### src/rtl/div_counter_pkg.sv
// Shared types and default sizes for the divider/counter bank.
package div_counter_pkg;

    typedef enum logic {
        ST_STOP = 1'b0,
        ST_RUN  = 1'b1
    } state_t;

    localparam int DEF_N_CH  = 4;
    localparam int DEF_DIV_W = 24;
    localparam int DEF_CNT_W = 8;

endpackage

### src/rtl/div_counter_channel.sv
// One divider/counter channel: STOP/RUN FSM, prescaler and modulo counter.
// A cascaded channel advances on the upstream wrap pulse instead of its own prescaler.
module div_counter_channel
    import div_counter_pkg::*;
#(
    parameter int DIV_W    = DEF_DIV_W,
    parameter int CNT_W    = DEF_CNT_W,
    parameter bit CASCADED = 1'b0
) (
    input  logic             i_clk,
    input  logic             i_rst,
    input  logic             i_run,
    input  logic             i_clr,
    input  logic             i_ext_adv,
    input  logic [DIV_W-1:0] i_div,
    input  logic [CNT_W-1:0] i_mod,
    output logic             o_tick,
    output logic [CNT_W-1:0] o_cnt,
    output logic             o_wrap,
    output logic             o_running
);

    state_t           r_state;
    logic [DIV_W-1:0] r_pre;
    logic [CNT_W-1:0] r_cnt;
    logic             r_tick;
    logic             r_wrap;
    logic             w_adv;

    assign w_adv = CASCADED ? i_ext_adv : r_tick;

    // NOTE: reset is sampled on the edge (synchronous) and shares a branch with clear so both win.
    always_ff @(posedge i_clk) begin
        if (i_rst || i_clr) begin
            r_state <= ST_STOP;
            r_pre   <= '0;
            r_cnt   <= '0;
            r_tick  <= 1'b0;
            r_wrap  <= 1'b0;
        end else begin
            // NOTE: pulses default low; a later non-blocking write in this block overrides it.
            r_tick <= 1'b0;
            r_wrap <= 1'b0;
            case (r_state)
                ST_STOP: begin
                    if (i_run) r_state <= ST_RUN;
                end
                ST_RUN: begin
                    if (!i_run) begin
                        r_state <= ST_STOP;
                    end else begin
                        if (CASCADED) begin
                            r_pre <= '0;
                        end else if (r_pre >= i_div) begin
                            r_pre  <= '0;
                            r_tick <= 1'b1;
                        end else begin
                            r_pre <= r_pre + DIV_W'(1);
                        end
                        if (w_adv) begin
                            if (r_cnt >= i_mod) begin
                                r_cnt  <= '0;
                                r_wrap <= 1'b1;
                            end else begin
                                r_cnt <= r_cnt + CNT_W'(1);
                            end
                        end
                    end
                end
                default: r_state <= ST_STOP;
            endcase
        end
    end

    assign o_tick    = r_tick;
    assign o_cnt     = r_cnt;
    assign o_wrap    = r_wrap;
    assign o_running = (r_state == ST_RUN);

endmodule

### src/rtl/div_counter_bank.sv
// Bank of N_CH divider/counter channels with optional wrap-to-advance cascading.
// Defining DIV_COUNTER_BANK_SNAPSHOT_EN adds iSNAP/oSNAP for an atomic capture of all counts.
module div_counter_bank
    import div_counter_pkg::*;
#(
    parameter int              N_CH    = DEF_N_CH,
    parameter int              DIV_W   = DEF_DIV_W,
    parameter int              CNT_W   = DEF_CNT_W,
    parameter logic [N_CH-1:0] CASCADE = {N_CH{1'b0}}
) (
    input  logic                  CLOCK,
    input  logic                  RESET,
    input  logic [N_CH-1:0]       iRUN,
    input  logic [N_CH-1:0]       iCLR,
    input  logic [N_CH*DIV_W-1:0] iDIV,
    input  logic [N_CH*CNT_W-1:0] iMOD,
`ifdef DIV_COUNTER_BANK_SNAPSHOT_EN
    input  logic                  iSNAP,
    output logic [N_CH*CNT_W-1:0] oSNAP,
`endif
    output logic [N_CH-1:0]       oTICK,
    output logic [N_CH*CNT_W-1:0] oCNT,
    output logic [N_CH-1:0]       oWRAP,
    output logic [N_CH-1:0]       oRUNNING
);

    for (genvar k = 0; k < N_CH; k++) begin : g_ch
        logic w_ext_adv;

        // Channel 0 has no upstream neighbour, so its cascade input is tied off.
        if (k == 0) begin : g_first
            assign w_ext_adv = 1'b0;
        end else begin : g_next
            assign w_ext_adv = oWRAP[k-1];
        end

        div_counter_channel #(
            .DIV_W   (DIV_W),
            .CNT_W   (CNT_W),
            .CASCADED(bit'((k > 0) && CASCADE[k]))
        ) u_ch (
            .i_clk    (CLOCK),
            .i_rst    (RESET),
            .i_run    (iRUN[k]),
            .i_clr    (iCLR[k]),
            .i_ext_adv(w_ext_adv),
            .i_div    (iDIV[k*DIV_W +: DIV_W]),
            .i_mod    (iMOD[k*CNT_W +: CNT_W]),
            .o_tick   (oTICK[k]),
            .o_cnt    (oCNT[k*CNT_W +: CNT_W]),
            .o_wrap   (oWRAP[k]),
            .o_running(oRUNNING[k])
        );
    end

`ifdef DIV_COUNTER_BANK_SNAPSHOT_EN
    logic [N_CH*CNT_W-1:0] r_snap;

    always_ff @(posedge CLOCK) begin
        if (RESET) begin
            r_snap <= '0;
        end else if (iSNAP) begin
            r_snap <= oCNT;
        end
    end

    assign oSNAP = r_snap;
`endif

endmodule

### config.mk
export PLATFORM = sky130hd
export DESIGN_NAME = div_counter_bank
export DESIGN_NICKNAME = d
export VERILOG_FILES = /design/src/rtl/div_counter_pkg.sv /design/src/rtl/div_counter_channel.sv /design/src/rtl/div_counter_bank.sv
export SDC_FILE = /design/constraint.sdc
export NUM_CORES = 1
export LEC_CHECK = 0
export ABC_AREA = 1
export CORE_UTILIZATION = 35
export DETAILED_ROUTE_END_ITERATION = 10
export HOLD_SLACK_MARGIN = 0.15
export PLACE_DENSITY = 0.67
export SLEW_MARGIN = 20
export SYNTH_ARGS = -nofsm -noshare
export SYNTH_HDL_FRONTEND = slang
export SYNTH_SLANG_ARGS = --single-unit
### constraint.sdc
create_clock -name CLOCK -period 2 [get_ports CLOCK]
set_input_delay 0.3 -clock CLOCK [delete_from_list [all_inputs] [get_ports CLOCK]]
set_output_delay 0.3 -clock CLOCK [all_outputs]
set_load 0.005 [all_outputs]
==> Word level (Yosys, flattened, before mapping) <==
Index checks and enable logic that the tools add are counted.
{ "op_classes": {"n_lt_le_gt_ge": 8, "addsub": 8, "div": 0, "multipliers": 0, "eq_ne": 0, "n_mux": 20, "bitwise": 12, "reduce_logical": 20, "n_shift": 0} }
{ "ops": {"columns": ["operator", "n"], "rows": [
  ["24-bit by 1-bit adder with 24-bit output (second input constant)", 4],
  ["24-bit greater-or-equal comparator", 4],
  ["24-bit 2-to-1 mux", 4],
  ["8-bit by 1-bit adder with 8-bit output (second input constant)", 4],
  ["8-bit greater-or-equal comparator", 4],
  ["8-bit 2-to-1 mux", 4],
  ["4-bit OR reduction", 4],
  ["1-bit 2-to-1 mux", 12],
  ["1-bit inverter", 12],
  ["3-bit AND reduction", 4],
  ["3-bit OR reduction", 4],
  ["2-bit AND reduction", 4],
  ["1-bit logical OR", 4]
]} }
{ "totals": {"ram_bits": 0, "mem_bits_ro": 0, "ff_bits": 140, "inputBits": 138, "mem_count": 0, "output_inout_bits": 44, "latchBits": 0} }

==> Longest topological paths before layout <==
Gate-level depths: netlist (run 1).
{ "depth": {"ltp_word": 2, "mapped_depth": 15} }

==> Modules after synthesis <==
Synthesis (run 1) repeated with hierarchy kept, for this count alone.
{ "hier_totals": {"cells_unflattened": 1500, "area_unflattened_um2": 10306.1} }
{ "by_module_without_submodules": {"columns": ["module", "cells_per_inst", "instances", "seq_area_each_um2", "area_per_inst_um2"], "rows": [
  ["div_counter_channel", 374, 4, 700.7, 2570.0],
  ["div_counter_bank", 4, 1, 0.0, 26.3]
]} }

==> Worst setup path after synthesis (run 1) <==
Ideal clock, no wire load.
{ "synth_path": {"kind": "input port to flip-flop", "from": "input port iDIV[95]", "to": "register g_ch[3].u_ch.r_pre[4]", "path_slack_ns": 0.337, "path_buffers": 1, "cell_stages": 14, "t_required_ns": 1.883, "arrival_time_ns": 1.546, "path_cell_list": "inv_1 -> ha_1 -> nand2_1 -> nor2_1 -> nand2_1 -> nor2_1 -> nand2_1 -> nor2_1 -> nand2_1 -> nand2_1 -> nand2_1 -> nand2_2 -> buf_6 -> nor2_1"} }
{ "synth_between": {"elab_chain_len": 2} }
{ "synth_rtl": {"columns": ["item", "line_no", "rtl"], "rows": [
  ["from (decl)", "div_counter_bank.sv:15", "input logic [N_CH*DIV_W-1:0] iDIV,"],
  ["24-bit greater-or-equal comparator", "div_counter_channel.sv:54", "end else if (r_pre >= i_div) begin"],
  ["24-bit 2-to-1 mux", "div_counter_channel.sv:54", null],
  ["to (signal assigned)", "div_counter_channel.sv:58", "r_pre <= r_pre + DIV_W'(1);"],
  ["to (decl)", "div_counter_channel.sv:24", "logic [DIV_W-1:0] r_pre;"]
]} }
Every way passes these cells.
A chain may end at the register's enable or synchronous reset.

==> Worst setup path in the final report (run 1) <==
{ "layout_path": {"from": "input port iDIV[92]", "to": "register g_ch[3].u_ch.r_pre[0]"} }
The elaborated chain is that of the path after synthesis.

==> results of run 1 <==
logic make-up after synthesis:
group	count (synthesis)	share of synthesized area, %
buffers and inverters	292	11.5
and+or+nand+nor	744	31.9
AOI/OAI and AO/OA	97	5.30
xor gates and xnor gates	72	6.22
adders and majority gates	136	16.8
DFF	140	27.6
muxes	6	0.592
Yosys cell counts:
master | number | area, µm²
a21o_1 | 6 | 45.0
a21oi_1 | 48 | 240
and2_1 | 1 | 6.26
and3_1 | 1 | 6.26
buf_2 | 7 | 35.0
buf_4 | 12 | 90.1
buf_6 | 2 | 22.5
dfxtp_1 | 140 | 2800
ha_1 | 136 | 1700
inv_1 | 261 | 980
inv_2 | 9 | 33.8
inv_6 | 1 | 8.76
mux2i_1 | 6 | 60.1
nand2_1 | 302 | 1130
nand2_2 | 10 | 62.6
nand2_4 | 2 | 22.5
nand2b_1 | 1 | 6.26
nand3_1 | 64 | 320
nand3_2 | 3 | 30.0
nand3b_1 | 6 | 45.0
nand4_1 | 41 | 257
nor2_1 | 256 | 961
nor2_2 | 14 | 87.6
nor2_4 | 6 | 67.6
nor3_1 | 23 | 115
nor3_2 | 6 | 60.1
nor3b_1 | 2 | 15.0
nor4_1 | 5 | 31.3
nor4_2 | 1 | 12.5
o21a_1 | 4 | 30.0
o21ai_0 | 20 | 100
o21ai_1 | 1 | 5.00
o21bai_1 | 4 | 30.0
o22ai_1 | 14 | 87.6
xnor2_1 | 15 | 131
xor2_1 | 57 | 499
cell type report:
cell class	instances	area [µm²]	area share, %
clock buffer	20	467	3.50
multi-input combinational	1055	6210	46.6
tap	378	473	3.55
sequential	140	2810	21.1
timing repair buffer	226	2220	16.7
clock inverter	12	134	1.00
inverter	271	1020	7.67
final timing paths:
check | cells past startpoint | start | endpoint
worst max-delay path | 15 | iDIV[92] | g_ch[3].u_ch.r_pre[0]
worst min-delay path | 3 | iRUN[1] | g_ch[1].u_ch.o_running
worst max register to register | 11 | g_ch[2].u_ch.r_pre[15] | g_ch[2].u_ch.r_pre[19]
worst min register to register | 2 | g_ch[2].u_ch.r_pre[23] | g_ch[2].u_ch.r_pre[23]
worst reg2reg max path, cell delays in order (launching register included):
cell     delay [ps]
dfxtp_1         360
ha_1            310
nand2_1          80
nor2_2          140
nand4_1         130
nor2_1          130
nand2_1          70
nand3_1          60
nand2_1          70
nand2_1         110
buf_12          170
nor2_1           60
power by group through the flow:
stage	logic (mW)	registers, mW	clock network [mW]
2_1_floorplan	0.254	2.86	0
3_3_place_gp	0.609	2.86	0
3_5_place_dp	0.621	2.86	0
4_1_cts	0.625	2.80	3.31
5_1_grt	0.706	2.80	3.43
6_report	0.631	2.80	3.22
per-layer routing:
metal | share of wire (%) | vias up | track usage, %
li1 | - | 5131 | -
met1 | 47 | 4298 | 21.5
met2 | 48 | 197 | 30.4
met3 | 4.0 | 23 | 3.32
met4 | 1.1 | 2 | 4.16
met5 | 0.051 | - | 0
per-stage QoR:
stage	hold WS (ps)	cell area, µm²	total power [mW]	util [%]
6_report	464	13300	6.65	47.3
5_1_grt	457	13300	6.93	47.3
3_3_place_gp	510	12700	3.47	44.9
2_1_floorplan	412	10100	3.11	-
3_5_place_dp	542	12700	3.48	44.9
4_1_cts	446	13300	6.73	47.1
state kept, by name, indices dropped and copies added, names as in the netlist:
register / count
g_ch.u_ch.o_wrap: 4
g_ch.u_ch.r_pre: 96
g_ch.u_ch.o_cnt: 32
g_ch.u_ch.o_running: 4
g_ch.u_ch.o_tick: 4
==> summary.md, run 1 <==
| Metric | Value |
|---|---|
| CTS sink cnt | 140 |
| Synthesized cell area | 10100 µm² |
| Pleak | just over 6 nW |
| Post-CTS Resized | 0 |
| R2r setup slk | ~180 ps |
| Initial Utilization | 36.0% |
| Setup Buffers After CTS | 0 |
| Layout area overhead | 31.4% |
| Die height | between 150 and 200 µm |
| Gpl congestion | slightly below 0.9 |
| Inserted Clock Buffers | 17 |
| Avg Synthesized Cell Area | 6.82 µm² |
| Yosys cell types | 36 |
| Pre-CTS WS | -315 ps |
| Non-Filler Instances | 2102 |
| Critical Path RT | between 2000 and 2500 ps |
| Setup violations, final | 0 |
| Highest-delay cell along the critical path | clkdlybuf4s50_1 |
| Row cnt | between 60 and 70 |
| Dpl cells | 2068 |
| Fin crit period | about 1800 ps |
| WL final | approximately 25000 µm |
| Critical path's top delay family | simple AND/OR/NAND/NOR gates |
| Max_slew headroom | between 60% and 70% |
| Internal | 5.10 mW |
| Crit path DAT | roughly 2100 ps |
| Worst Path Buf+Inv | 3 |
| Sequential share of power | a little over two fifths |
| Ant diodes | 0 |
| Fin crit share | between 90% and 100% |
| Actual slew at the worst max-slew pin | approximately 580 ps |
| Clock Tree Buf Depth | 2 |
| Crit. End Element | flop |
| Sw frac | approximately 23% |
| Status | complete, no violations |
| Largest net degree at the start of global routing | 25 |
| Worst skew pair latency | 420 ps |
| Most frequent cells in the layout | nand2_1, inv_1, nor2_1 |
| I/O pin count | approximately 180 |
| Drt drc | 0 |
| Worst-path maximum fanout | 12 |
| Synth Instances | approximately 1500 |
| Initial DRC count | roughly 450 |
| Crit path top cell by count | nand2_1 |
| Cells along the critical path | clkdlybuf4s50_1, inv_1, ha_4, nand2_1, nor2_2, nand2_1, nor2_2, nand2_1, nor2_1, nand2_1, nand2_1, nand2_2, nand2_4, buf_12, nor2_1 |
| Maximum achievable frequency | around 540 MHz |
| Commonest non-fill, non-tap cell in the layout | nand2_1 |
| Biggest cell delay along the critical path | around 450 ps |
| Final-stage net count | around 2000 |
| I/O Buffers | 181 |
| Drt wl/cell | between 10 and 15 µm |
| Global-route wire length before repair | between 40000 and 50000 µm |
| Proportion of layout cells with a drive suffix above 1 | between 8 and 9% |
| Grt ovf | 0 |
| Clock transition at the registers of the reported paths | around 60 ps |
| Post-Syn Nets | 1761 |
| Worst setup SP type | input port |
| Max-Cap Viols | 0 |
| Htree depth | 4 |
| Worst vdd ir | approximately 480 µV |
| Core area | between 20000 and 30000 µm² |
| Post-Route Setup TNS | 0 ps |
| Root Buffer | clkbuf_16 |
| Antenna-violating nets left | 0 |
| Pwr dens | roughly 500 nW/µm² |
| NetSw | ~1.5 mW |
| Clk_skew | approximately 14 ps |
| Ys Warns | 0 |
| Via/cell ratio | 4.59 |
| CTS tree | yes |
| Die Area | approximately 30000 µm² |
| Hpwl dp | 20700 µm |
| Min-Delay Path Class | in2reg |
| Total number of vias | between 9000 and 10000 |
| Register area share after synthesis | 27.6% |
| Overall routing resource usage | 17.3% |
| Drt first pass iters | 5 |
| # fillers | ~2800 |
| Final setup margin | 165 ps |
| Vias in the first global route | between 9000 and 10000 |
| Comb pwr share | 9.5% |
| Final Hold Viols | 0 |
| Final Slew Violations | 0 |
| CP Class | in2reg |
| Clock share of power | between 40% and 50% |
| Post-synthesis register bit count | 140 |
| CTS Hold Bufs | 0 |
| Die Wd | 172 µm |
| Initial antenna violation count | 1 |
Power figures use the tool's default switching activity.
==> run 2: changes to the inputs <==
CAP_MARGIN = 20   (was unset)
==> results of run 2 <==
Final layout, timing and power as in run 1 (identical DEF).
==> run 3: changes to the inputs <==
ABC_CLOCK_PERIOD_IN_PS = 2000   (was unset)
==> results of run 3 <==
Final layout, timing and power as in run 1 (identical DEF).
